==> config.mk <==
export PLATFORM = sky130hd
export DESIGN_NAME = byte_sum_accumulator_flat
export DESIGN_NICKNAME = d
export VERILOG_FILES = /design/src/rtl/byte_sum_accumulator_if.sv /design/src/rtl/byte_sum_accumulator.sv /design/src/flat_wrapper.sv
export SDC_FILE = /design/constraint.sdc
export NUM_CORES = 1
export LEC_CHECK = 0
export BUFFER_PORTS_ARGS = -buffer_cell sky130_fd_sc_hd__buf_2
export CORE_ASPECT_RATIO = 1.2
export CORE_MARGIN = 5
export CORE_UTILIZATION = 55
export CTS_BUF_LIST = sky130_fd_sc_hd__clkbuf_2 sky130_fd_sc_hd__clkbuf_4 sky130_fd_sc_hd__clkbuf_8
export DETAILED_ROUTE_END_ITERATION = 6
export GPL_TIMING_DRIVEN = 0
export PLACE_DENSITY = 0.8
export SKIP_CTS_REPAIR_TIMING = 1
export SLEW_MARGIN = 20
export SYNTH_ARGS = -nofsm -noshare
export SYNTH_HDL_FRONTEND = slang
export SYNTH_SLANG_ARGS = --single-unit
==> constraint.sdc <==
create_clock -name clk -period 5.32 [get_ports clk]
set_input_delay 1.33 -clock clk [delete_from_list [all_inputs] [get_ports clk]]
set_output_delay 1.33 -clock clk [all_outputs]
set_load 0.02 [all_outputs]
==> src/rtl/byte_sum_accumulator_if.sv <==
// Byte-stream / result handshake bundle for byte_sum_accumulator.
interface byte_sum_accumulator_if #(
  parameter int unsigned DATA_WIDTH = 8,
  parameter int unsigned SUM_WIDTH  = 16,
  parameter int unsigned LEN_WIDTH  = 16
);
  logic                  start;
  logic [LEN_WIDTH-1:0]  length;
  logic                  in_valid;
  logic [DATA_WIDTH-1:0] in_data;
  logic                  in_ready;
  logic                  sum_valid;
  logic [SUM_WIDTH-1:0]  sum_out;
  logic                  overflow;
  logic                  sum_ack;
  logic                  busy;
  logic [LEN_WIDTH-1:0]  count;

  modport master (
    output start, length, in_valid, in_data, sum_ack,
    input  in_ready, sum_valid, sum_out, overflow, busy, count
  );

  modport slave (
    input  start, length, in_valid, in_data, sum_ack,
    output in_ready, sum_valid, sum_out, overflow, busy, count
  );
endinterface

==> src/rtl/byte_sum_accumulator.sv <==
// Length-framed byte accumulator: sums zero-extended bytes into a wrapping
// register with a sticky carry flag, then holds the result until acknowledged.
module byte_sum_accumulator #(
  parameter int unsigned DATA_WIDTH = 8,
  parameter int unsigned SUM_WIDTH  = 16,
  parameter int unsigned LEN_WIDTH  = 16
) (
  input  logic                    clk,
  input  logic                    reset_n,
  byte_sum_accumulator_if.slave   bus
);
  localparam logic [1:0] S_IDLE  = 2'd0;
  localparam logic [1:0] S_ACCUM = 2'd1;
  localparam logic [1:0] S_DONE  = 2'd2;

  localparam int unsigned EXT_WIDTH = SUM_WIDTH + 1;

  logic [1:0]           r_state;
  logic [1:0]           w_state_nxt;
  logic [SUM_WIDTH-1:0] r_acc;
  logic [LEN_WIDTH-1:0] r_count;
  logic [LEN_WIDTH-1:0] r_len;
  logic                 r_ovf;
  logic                 r_in_ready;
  logic                 r_sum_valid;
  logic                 r_busy;

  logic                 w_xfer;
  logic                 w_last;
  logic [LEN_WIDTH-1:0] w_count_inc;
  logic [EXT_WIDTH-1:0] w_sum_ext;

  // Extra top bit of the widened sum is the carry out of the accumulator.
  assign w_xfer      = bus.in_valid & (r_state == S_ACCUM);
  assign w_count_inc = r_count + LEN_WIDTH'(1);
  assign w_last      = (w_count_inc == r_len);
  assign w_sum_ext   = EXT_WIDTH'(r_acc) + EXT_WIDTH'(bus.in_data);

  always_ff @(posedge clk) begin
    if (!reset_n) begin
      r_state <= S_IDLE;
    end else begin
      r_state <= w_state_nxt;
    end
  end

  always_comb begin
    w_state_nxt = r_state;
    unique case (r_state)
      S_IDLE: begin
        if (bus.start) begin
          w_state_nxt = (bus.length == '0) ? S_DONE : S_ACCUM;
        end
      end
      S_ACCUM: begin
        if (w_xfer && w_last) begin
          w_state_nxt = S_DONE;
        end
      end
      S_DONE: begin
        if (bus.sum_ack) begin
          w_state_nxt = S_IDLE;
        end
      end
      default: w_state_nxt = S_IDLE;
    endcase
  end

  // Status flags track the next state so they line up with r_state each cycle.
  always_ff @(posedge clk) begin
    if (!reset_n) begin
      r_in_ready  <= 1'b0;
      r_sum_valid <= 1'b0;
      r_busy      <= 1'b0;
    end else begin
      r_in_ready  <= (w_state_nxt == S_ACCUM);
      r_sum_valid <= (w_state_nxt == S_DONE);
      r_busy      <= (w_state_nxt != S_IDLE);
    end
  end

  always_ff @(posedge clk) begin
    if (!reset_n) begin
      r_acc   <= '0;
      r_count <= '0;
      r_ovf   <= 1'b0;
      r_len   <= '0;
    end else begin
      unique case (r_state)
        S_IDLE: begin
          if (bus.start) begin
            r_acc   <= '0;
            r_count <= '0;
            r_ovf   <= 1'b0;
            r_len   <= bus.length;
          end
        end
        S_ACCUM: begin
          if (w_xfer) begin
            r_acc   <= w_sum_ext[SUM_WIDTH-1:0];
            r_count <= w_count_inc;
            r_ovf   <= r_ovf | w_sum_ext[SUM_WIDTH];
          end
        end
        default: ;
      endcase
    end
  end

  assign bus.in_ready  = r_in_ready;
  assign bus.sum_valid = r_sum_valid;
  assign bus.sum_out   = r_acc;
  assign bus.overflow  = r_ovf;
  assign bus.busy      = r_busy;
  assign bus.count     = r_count;

endmodule
==> src/flat_wrapper.sv <==
// flat-port wrapper written by rule: the top's interface ports become plain ports
module byte_sum_accumulator_flat 
#(
  parameter int unsigned DATA_WIDTH = 8,
  parameter int unsigned SUM_WIDTH  = 16,
  parameter int unsigned LEN_WIDTH  = 16
)
  (clk, reset_n, bus_start, bus_length, bus_in_valid, bus_in_data, bus_sum_ack, bus_in_ready, bus_sum_valid, bus_sum_out, bus_overflow, bus_busy, bus_count);
  byte_sum_accumulator_if #(.DATA_WIDTH(DATA_WIDTH), .SUM_WIDTH(SUM_WIDTH), .LEN_WIDTH(LEN_WIDTH)) bus_i ();
  input  logic clk;
  input  logic reset_n;
  input wire logic [$bits(bus_i.start)-1:0] bus_start;
  input wire logic [$bits(bus_i.length)-1:0] bus_length;
  input wire logic [$bits(bus_i.in_valid)-1:0] bus_in_valid;
  input wire logic [$bits(bus_i.in_data)-1:0] bus_in_data;
  input wire logic [$bits(bus_i.sum_ack)-1:0] bus_sum_ack;
  output wire logic [$bits(bus_i.in_ready)-1:0] bus_in_ready;
  output wire logic [$bits(bus_i.sum_valid)-1:0] bus_sum_valid;
  output wire logic [$bits(bus_i.sum_out)-1:0] bus_sum_out;
  output wire logic [$bits(bus_i.overflow)-1:0] bus_overflow;
  output wire logic [$bits(bus_i.busy)-1:0] bus_busy;
  output wire logic [$bits(bus_i.count)-1:0] bus_count;
  assign bus_i.start = bus_start;
  assign bus_i.length = bus_length;
  assign bus_i.in_valid = bus_in_valid;
  assign bus_i.in_data = bus_in_data;
  assign bus_i.sum_ack = bus_sum_ack;
  assign bus_in_ready = bus_i.in_ready;
  assign bus_sum_valid = bus_i.sum_valid;
  assign bus_sum_out = bus_i.sum_out;
  assign bus_overflow = bus_i.overflow;
  assign bus_busy = bus_i.busy;
  assign bus_count = bus_i.count;
  byte_sum_accumulator #(.DATA_WIDTH(DATA_WIDTH), .SUM_WIDTH(SUM_WIDTH), .LEN_WIDTH(LEN_WIDTH)) u_core (.clk(clk), .reset_n(reset_n), .bus(bus_i));
endmodule
# Word level (Yosys, flattened, before mapping)
# Cells that the tools add are included.
[totals]
output_inout_bits = 36
regBits = 54
n_memories = 0
latch_bits = 0
rom_bits = 0
ramBits = 0
elab_cells = 39
input_bits = 29
[op_classes]
addsub = 2
shift = 0
muxes = 13
div = 0
magnitude_cmp = 0
n_eq_ne = 7
n_reduce_logical = 7
bitwise_logic = 2
mul = 0
[ops]
columns = ["op", "count"]
rows = [
  ["case mux 16 bit (2 select lines)", 2],
  ["two-way mux 16 bit", 3],
  ["adder 16 x 8 -> 17 bit", 1],
  ["adder 16 x 1 -> 16 bit, second input constant", 1],
  ["== test 16 bit", 1],
  ["zero test 16 bit", 1],
  ["two-way mux 2 bit", 4],
  ["case mux 2 bit (3 select lines)", 1],
  ["== test 2 x 1 -> 1 bit, second input constant", 2],
  ["== test 2 bit, second input constant", 2],
  ["nonzero test 2 bit", 2],
  ["AND reduction 3 bit", 1],
  ["zero test 2 bit", 1],
  ["two-way mux 1 bit", 2],
  ["!= test 2 x 1 -> 1 bit, second input constant", 1],
  ["!= test 2 bit, second input constant", 1],
  ["case mux 1 bit (2 select lines)", 1],
  ["AND reduction 2 bit", 1],
  ["AND 1 bit", 1],
  ["logical AND 1 bit", 1],
  ["OR 1 bit", 1],
]

# Depth between registers and ports, before layout
# Gate-level depths: netlist (run 1).
[logic_depth]
ltp_word = 6
mapped_depth = 9
ltp_nobuf = 8

# Least setup slack after synthesis (run 1)
# Ideal clock, no wire load.
[synth_timing]
path_kind = "in2reg"
from = "input port bus_in_data[0]"
to = "register u_core.r_acc[8], in the netlist u_core.bus.sum_out[8]"
arrival_ns = 2.925
required_time_ns = 5.197
cell_stages = 8
slack_ns = 2.273
setup_time_ns = 0.123
n_path_buf = 0
cell_sequence = "ha_1 > fa_1 > a21oi_1 > o21ai_0 > a2111o_1 > nand3_1 > xor2_1 > nor2_1"
[synth_via]
elab_chain_len = 3
[synth_rtl]
columns = ["element", "line", "source"]
rows = [
  ["from (decl)", "flat_wrapper.sv:15", "input wire logic [$bits(bus_i.in_data)-1:0] bus_in_data;"],
  ["adder 16 x 8 -> 17 bit", "byte_sum_accumulator.sv:37", "assign w_sum_ext = EXT_WIDTH'(r_acc) + EXT_WIDTH'(bus.in_data);"],
  ["two-way mux 16 bit", "byte_sum_accumulator.sv:99", "if (w_xfer) begin"],
  ["case mux 16 bit (2 select lines)", "byte_sum_accumulator.sv:89", "unique case (r_state)"],
  ["to (signal assigned)", "byte_sum_accumulator.sv:100", "r_acc <= w_sum_ext[SUM_WIDTH-1:0];"],
  ["to (decl)", "byte_sum_accumulator.sv:20", "logic [SUM_WIDTH-1:0] r_acc;"],
]
# Every way passes these cells. The select of a mux whose other input is x is not followed.
# A chain may end at the register's enable or synchronous reset.

# Worst setup path in the final report (run 1)
[layout_timing]
from = "input port bus_start"
to = "register u_core.r_count[8], in the netlist u_core.bus.count[8]"
[layout_via]
elab_chain_len = 2
[layout_rtl]
columns = ["element", "line", "source"]
rows = [
  ["from (decl)", "flat_wrapper.sv:12", "input wire logic [$bits(bus_i.start)-1:0] bus_start;"],
  ["!= test 2 bit (no line)", "--", ""],
  ["AND reduction 3 bit (no line)", "--", ""],
  ["to (signal assigned)", "byte_sum_accumulator.sv:101", "r_count <= w_count_inc;"],
  ["to (decl)", "byte_sum_accumulator.sv:21", "logic [LEN_WIDTH-1:0] r_count;"],
]
# Every way passes these cells.

==> results.py, run 1 <==
metrics = {
    "logic_synthesis": {
        "synth_top_cell_by_area": "dfxtp_1",
        "ys_seq_area_share_pct": 34.3,
        "yosysTopAreaCellShare_pct": 34.3,
        "ys_top_cells_by_area": "dfxtp_1 34%, nand2_1 6.4%, a21boi_0 5.2%, o21ai_0 4.3%, xor2_1 3.9%",
        "synth_ff_type": "dfxtp_1",
        "synth_nets": 428,
        "synth_cells": 389,
        "syn_avg_cell_area_sq_um": 8.09,
        "synth_cell_types": 53,
        "ys_ff_latch": 54,
        "synth-edff-count": 0,
        "synth-async-reset-ratio_pct": 0,
        "syn-cell-area_sq_mm": 0.00315,
        "ys_warn_count": 0,
    },
    "final_layout": {
        "n_fill_cell": 484,
        "final_common_cell": "buf_2",
        "multi_input_area_sq_mm": 0.00197,
        "drive_gt1_share_pct": 19.2,
        "mostFrequentLayoutCells": "67 x buf_2, 54 x nand2_1, 54 x dfxtp_1",
        "final_nets": 498,
        "n_antenna_cell": 0,
        "regArea_sq_mm": 0.00108,
        "stdcell_count": 523,
        "areaGrowthSynthToFinish_pct": 16.3,
    },
    "timing": {
        "fin_tns_setup_ns": 0,
        "finalMaxSlewViolations": 0,
        "worst_pin_slew_ns": 0.637,
        "timing.fmax_ghz": 0.318,
        "report.final.hold_viol_count": 0,
        "slew_headroom_pct": 57.4,
        "hold_ws_ns": 0.483,
        "grt_setup_unrepaired": "no",
        "fin_skew_ns": 0.00473,
        "finalSetupViolCount": 0,
        "period_needed_ns": 3.14,
        "period_share_pct": 59.0,
    },
    "die": {
        "dieArea_sq_mm": 0.00734,
        "die_h_microns": 92.9,
        "start_util_pct": 55.9,
        "io_pins": 65,
        "core_area_sq_mm": 0.00563,
        "num_rows": 30,
        "die_w_microns": 79.1,
    },
    "power": {
        "p_leak_nw": 1.54,
        "p_int_mw": 0.616,
        "swShare_pct": 26.4,
        "p_clk_share_pct": 33.8,
        "combPwrFrac_pct": 15.1,
        "power_mw": 0.837,
        "seqPwrFrac_pct": 51.1,
        "peakVddDrop_v": 0.000151,
        "p_per_area_mw_per_mm2": 229,
        "netSwitchingPower_mw": 0.221,
    },
    "detailed_routing": {
        "drt_iter0_drc": 206,
        "vias": 3159,
        "routedWlPerCell_microns": 16.1,
        "routed_wl_mm": 8.40,
        "first_pass_iters": 4,
        "route.detailed.drc": 0,
        "viasPerCell": 6.04,
        "ant_nets": 0,
    },
    "critical_path": {
        "r2r_cells": 8,
        "cp_cell_sequence": "buf_2 > or3b_2 > clkbuf_1 > nand2_1 > clkbuf_1 > o21ai_0 > nand2_1 > o21ai_0 > and2_1",
        "crit_fanout": 10,
        "rr_startpoint": "u_core.bus.count[0]",
        "critPathLaunchType": "input port",
        "endpoint_kind": "flip-flop",
        "cp_slowest_cell": "or3b_2",
        "cp_slowest_stage_delay_ns": 0.46,
        "arrival_ns": 3.35,
        "critPathKind": "in2reg",
        "crit_start": "bus_start",
        "critPathRequiredTime_ns": 5.53,
    },
    "worst_hold_path": {
        "hold_start": "u_core.bus.overflow",
        "hold_depth": 2,
        "min_path_type": "reg2reg",
    },
    "clock_tree": {
        "clock_sinks": 54,
        "insertion_delay_ns": 0.31,
        "numCtsBuffers": 5,
        "cts_root_buf": "clkbuf_8",
        "cts.path.max_buffers": 2,
        "h-tree-depth": 2,
        "path_clk_slew_ns": 0.09,
        "cts_tree": "done",
    },
    "grt": {
        "grt-ovfl-total": 0,
        "antenna_found_initial": 0,
        "first_global_vias": 3045,
        "grt_pass1_wl_mm": 13.7,
        "grt_usage_pct": 23.1,
        "grt_max_degree": 16,
    },
    "run_status": {
        "status": "finished, final reports clean",
    },
    "place": {
        "portBuffers": 63,
        "dp_hpwl_mm": 6.37,
        "place_inst": 516,
        "finalWeightedCongestion": 0.870,
    },
    "flow_run": {
        "cap_violations": 0,
    },
}
-- logic make-up (layout without fill, tap and decap cells) --
kind of cell               count (synthesis)  after routing  share of synthesized area, %
DFF                                       54             54                          34.3
muxes                                      2              2                         0.676
xor gates and xnor gates                  25             25                          6.96
adders and majority gates                 10             10                          4.21
and+or+nand+nor                          171            171                          29.1
buffers and inverters                     26             96                          3.26
AOI/OAI and AO/OA                        101            101                          21.5
-- cell type report --
class	instances	area share, %
flip-flops and latches	54	29.5
repair buffers	63	8.61
plain buffers	22	2.39
inverters	4	0.410
well taps	64	2.19
clock buffers	6	2.26
multi-input cells	309	53.8
clock inverters	1	0.820
-- sequential cells by signal (all words and copies together), names as in the netlist --
signal and flops:
u_core.bus.count 16, u_core.bus.sum_out 16, u_core.r_len 16, u_core.r_state 2
u_core.bus.busy 1, u_core.bus.in_ready 1, u_core.bus.overflow 1, u_core.bus.sum_valid 1
-- cell usage after synthesis, drive strengths merged (3+ instances only) --
cell type / number
buf: 4
nor4: 10
nor3b: 5
xor2: 14
and3: 5
nor2: 21
a21boi: 22
nor3: 10
nand4: 12
nand2: 54
ha: 9
o21a: 4
a22oi: 8
dfxtp: 54
o21ai: 27
xnor2: 11
and4: 3
clkbuf: 18
and2: 3
or3: 6
a2111o: 3
nand3: 15
nor2b: 16
inv: 4
a21oi: 18
-- power by group through the flow --
stage / registers (mW) / clock network (mW) / logic (mW)
2_1_floorplan: 0.440 / 0 / 0.0785
3_3_place_gp: 0.436 / 0 / 0.121
3_5_place_dp: 0.437 / 0 / 0.124
4_1_cts: 0.427 / 0.286 / 0.125
5_1_grt: 0.430 / 0.306 / 0.139
6_report: 0.427 / 0.283 / 0.126
-- worst paths after layout --
kind / endpoint / slack [ns]
min reg2reg: u_core.bus.overflow / 0.48
max reg2reg: u_core.r_state[0] / 2.52
max: u_core.bus.count[8] / 2.18
min: u_core.bus.overflow / 0.48
-- per-stage QoR --
| stage | instance area, sq um | worst slack [ns] | util (%) |
|---|---|---|---|
| floorplan | 3150 | 2.27 | - |
| global route | 3660 | 2.05 | 65.0 |
| global placement | 3540 | 1.98 | 62.9 |
| finish | 3660 | 2.18 | 65.0 |
| detailed placement | 3540 | 1.93 | 62.9 |
| CTS | 3660 | 2.25 | 64.9 |
-- worst max-delay path: cells and delay by family --
kind,cells,cell delay (ns)
AND/OR/NAND/NOR,4,0.98
buffers and inverters,3,0.79
AO/OA/AOI/OAI,2,0.25
-- layer usage --
layer  wire, microns  GRT usage, %
met1            3550          29.0
met2            4080          37.4
met3             498          4.47
met4             270          11.3
met5               0             0
(Power assumes the default switching activity.)
==> inputs of run 2 (changes only) <==
CORE_UTILIZATION = 51   (was 55)
PLACE_DENSITY = 0.78   (was 0.8)
clock period = 2.7 ns   (was 5.32 ns; I/O delays follow)
==> run 2 against run 1 <==
Cell count increased by 3.3%. Worst setup slack got worse by 2.0 ns. Die area increased by 6.9%. Design area decreased by 0.14%. Combinational power increased by 96%. Core utilization decreased by 4.2 points. Routed wire length decreased by 1.4%. Clock power increased by 59%. Register-to-register slack got worse by 2.4 ns. Critical endpoint is now u_core.r_state[0]. Largest power group unchanged.
==> results.py, run 2 (synthesis results as in run 1) <==
metrics = {
    "timing": {
        "timing.fmax_ghz": 0.393,
        "period_needed_ns": 2.54,
        "period_share_pct": 94.1,
        "finalMaxSlewViolations": 0,
        "report.final.hold_viol_count": 0,
        "fin_skew_ns": 0.00582,
        "worst_pin_slew_ns": 0.640,
        "slew_headroom_pct": 57.4,
        "grt_setup_unrepaired": "no",
        "finalSetupViolCount": 0,
    },
    "detailed_routing": {
        "first_pass_iters": 6,
        "routedWlPerCell_microns": 15.3,
        "ant_nets": 0,
        "drt_iter0_drc": 226,
        "route.detailed.drc": 0,
        "viasPerCell": 5.77,
        "vias": 3116,
        "routed_wl_mm": 8.28,
    },
    "power": {
        "peakVddDrop_v": 0.000312,
        "p_leak_nw": 1.52,
        "p_per_area_mw_per_mm2": 421,
        "power_mw": 1.54,
    },
    "final_layout": {
        "fin_util_pct": 60.8,
        "areaGrowthSynthToFinish_pct": 16.1,
        "final_nets": 497,
        "mostFrequentLayoutCells": "67 x buf_2, 54 x nand2_1, 53 x dfxtp_1",
        "n_antenna_cell": 0,
        "drive_gt1_share_pct": 19.9,
        "final_common_cell": "buf_2",
    },
    "clock_tree": {
        "path_clk_slew_ns": 0.10,
        "cts_root_buf": "clkbuf_8",
        "insertion_delay_ns": 0.31,
        "cts.path.max_buffers": 2,
        "h-tree-depth": 2,
        "numCtsBuffers": 5,
        "clock_sinks": 54,
        "cts_tree": "done",
    },
    "grt": {
        "grt-ovfl-total": 0,
        "first_global_vias": 2868,
        "antenna_found_initial": 0,
        "grt_usage_pct": 21.9,
        "grt_pass1_wl_mm": 13.4,
        "grt_max_degree": 17,
    },
    "critical_path": {
        "cp_slowest_cell": "dfxtp_1",
        "cp_cell_sequence": "ha_1 > nand3_1 > clkbuf_2 > nor2_2 > mux2_2 > a2111o_1 > nor4_2 > nor3b_1",
        "cp_top_family": "simple AND/OR/NAND/NOR gates",
        "r2r_cells": 8,
        "cp_slowest_stage_delay_ns": 0.42,
        "arrival_ns": 2.74,
        "critPathLaunchType": "flip-flop",
        "crit_fanout": 10,
        "path_buf_inv": 1,
        "critPathRequiredTime_ns": 2.89,
        "worstSetupPathDepth": 8,
        "critPathKind": "reg2reg",
        "endpoint_kind": "flip-flop",
    },
    "die": {
        "num_rows": 31,
        "io_pins": 65,
        "die_h_microns": 96.1,
        "die_w_microns": 81.7,
        "core_area_sq_mm": 0.00601,
        "dieArea_sq_mm": 0.00785,
        "start_util_pct": 52.4,
    },
    "worst_hold_path": {
        "hold_depth": 2,
        "min_path_type": "reg2reg",
    },
    "place": {
        "portBuffers": 63,
        "finalWeightedCongestion": 0.885,
        "dp_hpwl_mm": 6.27,
    },
    "flow_run": {
        "cap_violations": 0,
    },
    "run_status": {
        "status": "finished, final reports clean",
    },
}
run 2: power breakdown:
group | switching, mW | internal (mW) | total, mW
registers | 0.0218 | 0.821 | 0.843
clock network | 0.273 | 0.178 | 0.450
logic | 0.151 | 0.0957 | 0.247
run 2: worst paths after layout:
path / endpoint / from / slack (ns)
setup / recovery: u_core.r_state[0] / u_core.bus.count[1] / 0.16
hold / removal: u_core.r_len[12] / u_core.r_len[12] / 0.48
setup reg to reg: u_core.r_state[0] / u_core.bus.count[1] / 0.16
hold reg to reg: u_core.r_len[12] / u_core.r_len[12] / 0.48
run 2: metal layers:
metal / global-route usage (%) / up-vias / part of all wire (%)
li1: - / 1539 / -
met1: 28.5 / 1442 / 44
met2: 36.1 / 111 / 48
met3: 3.93 / 24 / 5.7
met4: 7.62 / 0 / 2.6
met5: 0 / - / 0
run 2: area by class of cell:
type | count | area [sq um]
fillers | 568 | 2360
clock inverters | 2 | 15.0
plain buffers | 21 | 85.1
inverters | 4 | 15.0
multi-input cells | 309 | 1970
clock buffers | 5 | 68.8
flip-flops and latches | 54 | 1080
well taps | 82 | 103
repair buffers | 63 | 315
run 2: per-stage QoR:
stage | instances | area [sq um] | setup slack [ns] | TNS [ns] | hold slack [ns]
2_1_floorplan | 389 | 3150 | 0.260 | 0 | 0.455
3_3_place_gp | 534 | 3570 | -0.106 | -0.192 | 0.459
3_5_place_dp | 534 | 3570 | -0.0611 | -0.0635 | 0.461
4_1_cts | 541 | 3650 | 0.0101 | 0 | 0.487
5_1_grt | 540 | 3660 | 0.00459 | 0 | 0.515
6_report | 540 | 3660 | 0.158 | 0 | 0.483
run 2: worst min-delay path, stage by stage (launching register included):
cell and delay [ns]:
dfxtp_1 0.33, nand2_1 0.05, a21boi_0 0.06
==> inputs of run 3 (changes only) <==
CTS_BUF_LIST = sky130_fd_sc_hd__clkbuf_8   (was sky130_fd_sc_hd__clkbuf_2 sky130_fd_sc_hd__clkbuf_4 sky130_fd_sc_hd__clkbuf_8)
RECOVER_POWER = 100   (was default)
SLEW_MARGIN = default   (was 20)
==> run 3 against run 2 <==
Worst hold slack hardly changed. Via count is 0.64% higher. Non-clock buffer count stayed put. Count of clock-buffer cells in the layout stayed put. Combinational power is 2% lower. Clock power hardly changed. Maximum frequency is 0.77% higher. Critical endpoint unchanged. Largest cell class unchanged. Highest routed layer unchanged.
==> results.py, run 3 (synthesis results as in run 1) <==
metrics = {
    "critical_path": {
        "critPathKind": "reg2reg",
        "reg2reg_slack_ns": 0.18,
        "arrival_ns": 2.72,
        "critPathLaunchType": "flip-flop",
        "endpoint_kind": "flip-flop",
        "r2r-end": "u_core.r_state[0]",
        "critPathRequiredTime_ns": 2.89,
        "crit_start": "u_core.bus.count[0]",
        "rr_startpoint": "u_core.bus.count[0]",
        "crit_fanout": 10,
        "r2r_cells": 8,
    },
    "clock_tree": {
        "clock_sinks": 54,
        "h-tree-depth": 2,
        "insertion_delay_ns": 0.31,
        "path_clk_slew_ns": 0.10,
        "cts_tree": "done",
        "cts.path.max_buffers": 2,
        "numCtsBuffers": 5,
        "cts_root_buf": "clkbuf_8",
    },
    "timing": {
        "fin_skew_ns": 0.00750,
        "report.final.hold_viol_count": 0,
        "finalSetupViolCount": 0,
        "worst_pin_slew_ns": 1.12,
        "timing.fmax_ghz": 0.396,
        "slew_headroom_pct": 25.1,
        "finalMaxSlewViolations": 0,
        "period_needed_ns": 2.52,
        "setup_slack_ns": 0.178,
        "fin_tns_setup_ns": 0,
        "grt_setup_unrepaired": "no",
        "period_share_pct": 93.4,
    },
    "place": {
        "place_inst": 534,
        "finalWeightedCongestion": 0.885,
        "portBuffers": 63,
        "dp_slack_ns": -0.0611,
        "dp_hpwl_mm": 6.27,
    },
    "power": {
        "power_mw": 1.54,
        "combPwrFrac_pct": 15.8,
        "netSwitchingPower_mw": 0.447,
        "swShare_pct": 29.0,
        "p_per_area_mw_per_mm2": 427,
        "peakVddDrop_v": 0.000310,
        "seqPwrFrac_pct": 54.8,
        "p_clk_share_pct": 29.4,
        "p_leak_nw": 1.36,
        "p_int_mw": 1.09,
    },
    "die": {
        "die_w_microns": 81.7,
        "start_util_pct": 52.4,
        "dieArea_sq_mm": 0.00785,
        "core_area_sq_mm": 0.00601,
        "num_rows": 31,
        "die_h_microns": 96.1,
        "io_pins": 65,
    },
    "grt": {
        "first_global_vias": 2868,
        "grt_usage_pct": 21.9,
        "grt_pass1_wl_mm": 13.4,
        "grt-ovfl-total": 0,
        "grt_max_degree": 17,
        "antenna_found_initial": 0,
    },
    "final_layout": {
        "n_fill_cell": 583,
        "mostFrequentLayoutCells": "54 x nand2_1, 53 x dfxtp_1, 51 x clkbuf_1",
        "n_antenna_cell": 0,
        "drive_gt1_share_pct": 12.0,
        "final_nets": 497,
        "stdcell_count": 540,
        "fin_util_pct": 60.0,
        "multi_input_area_sq_mm": 0.00197,
        "regArea_sq_mm": 0.00108,
        "areaGrowthSynthToFinish_pct": 14.6,
        "final_common_cell": "nand2_1",
    },
    "worst_hold_path": {
        "min_path_type": "reg2reg",
        "min_to": "u_core.r_len[12]",
        "hold_depth": 2,
        "hold_start": "u_core.r_len[12]",
    },
    "detailed_routing": {
        "first_pass_iters": 5,
        "viasPerCell": 5.81,
        "route.detailed.drc": 0,
        "vias": 3136,
        "drt_iter0_drc": 275,
        "routed_wl_mm": 8.27,
        "ant_nets": 0,
        "routedWlPerCell_microns": 15.3,
    },
    "flow_run": {
        "cap_violations": 0,
    },
    "run_status": {
        "status": "finished, final reports clean",
    },
}
==> run 3: cell types whose count changed in the layout (fill, tap and decap cells not counted), sizes merged <==
cell and delta:
buf -35, clkbuf +35
==> run 3: power by group through the flow <==
stage                     registers, mW  clock network [mW]  logic (mW)
final                             0.843               0.453       0.243
after global routing              0.847               0.498       0.272
after CTS                         0.842               0.465       0.246
after detailed placement          0.861                   0       0.245
after global placement            0.859                   0       0.240
after floorplan                   0.867                   0       0.155
==> run 3: final cells by class <==
cell class	instances	share of cell area [%]
sequential	54	30.0
tap	82	2.84
clock buffer	5	1.91
buffer	21	2.36
multi-input combinational	309	54.5
clock inverter	2	0.416
timing repair buffer	63	7.53
inverter	4	0.416
==> run 3: worst max-delay path by stage <==
stage | endpoint | slack, ns | cells past startpoint
global placement | u_core.bus.count[8] | -0.11 | 9
floorplan | u_core.bus.in_ready | 0.26 | 8
detailed placement | u_core.bus.count[8] | -0.06 | 9
global route | u_core.r_state[0] | 0.003 | 8
CTS | u_core.r_state[0] | 0.01 | 8
finish | u_core.r_state[0] | 0.18 | 8
==> run 3: routing by layer <==
metal	vias up	wire length (microns)	global-route usage, %
met5	-	0	0
met4	0	188	7.62
met3	18	507	3.93
met2	128	3970	36.1
met1	1452	3600	28.5
li1	1538	-	-
==> run 3: critical path: stages, from the launching register on <==
cell and delay (ns):
dfxtp_2 0.43, ha_1 0.27, nand3_1 0.15, clkbuf_2 0.23
nor2_2 0.16, mux2_2 0.36, a2111o_1 0.34, nor4_2 0.36
nor3b_1 0.10
==> run 3: metrics by stage <==
step | area [sq um] | hold slack, ns
global route | 3610 | 0.515
global placement | 3570 | 0.459
detailed placement | 3570 | 0.461
CTS | 3650 | 0.487
floorplan | 3150 | 0.455
finish | 3610 | 0.483
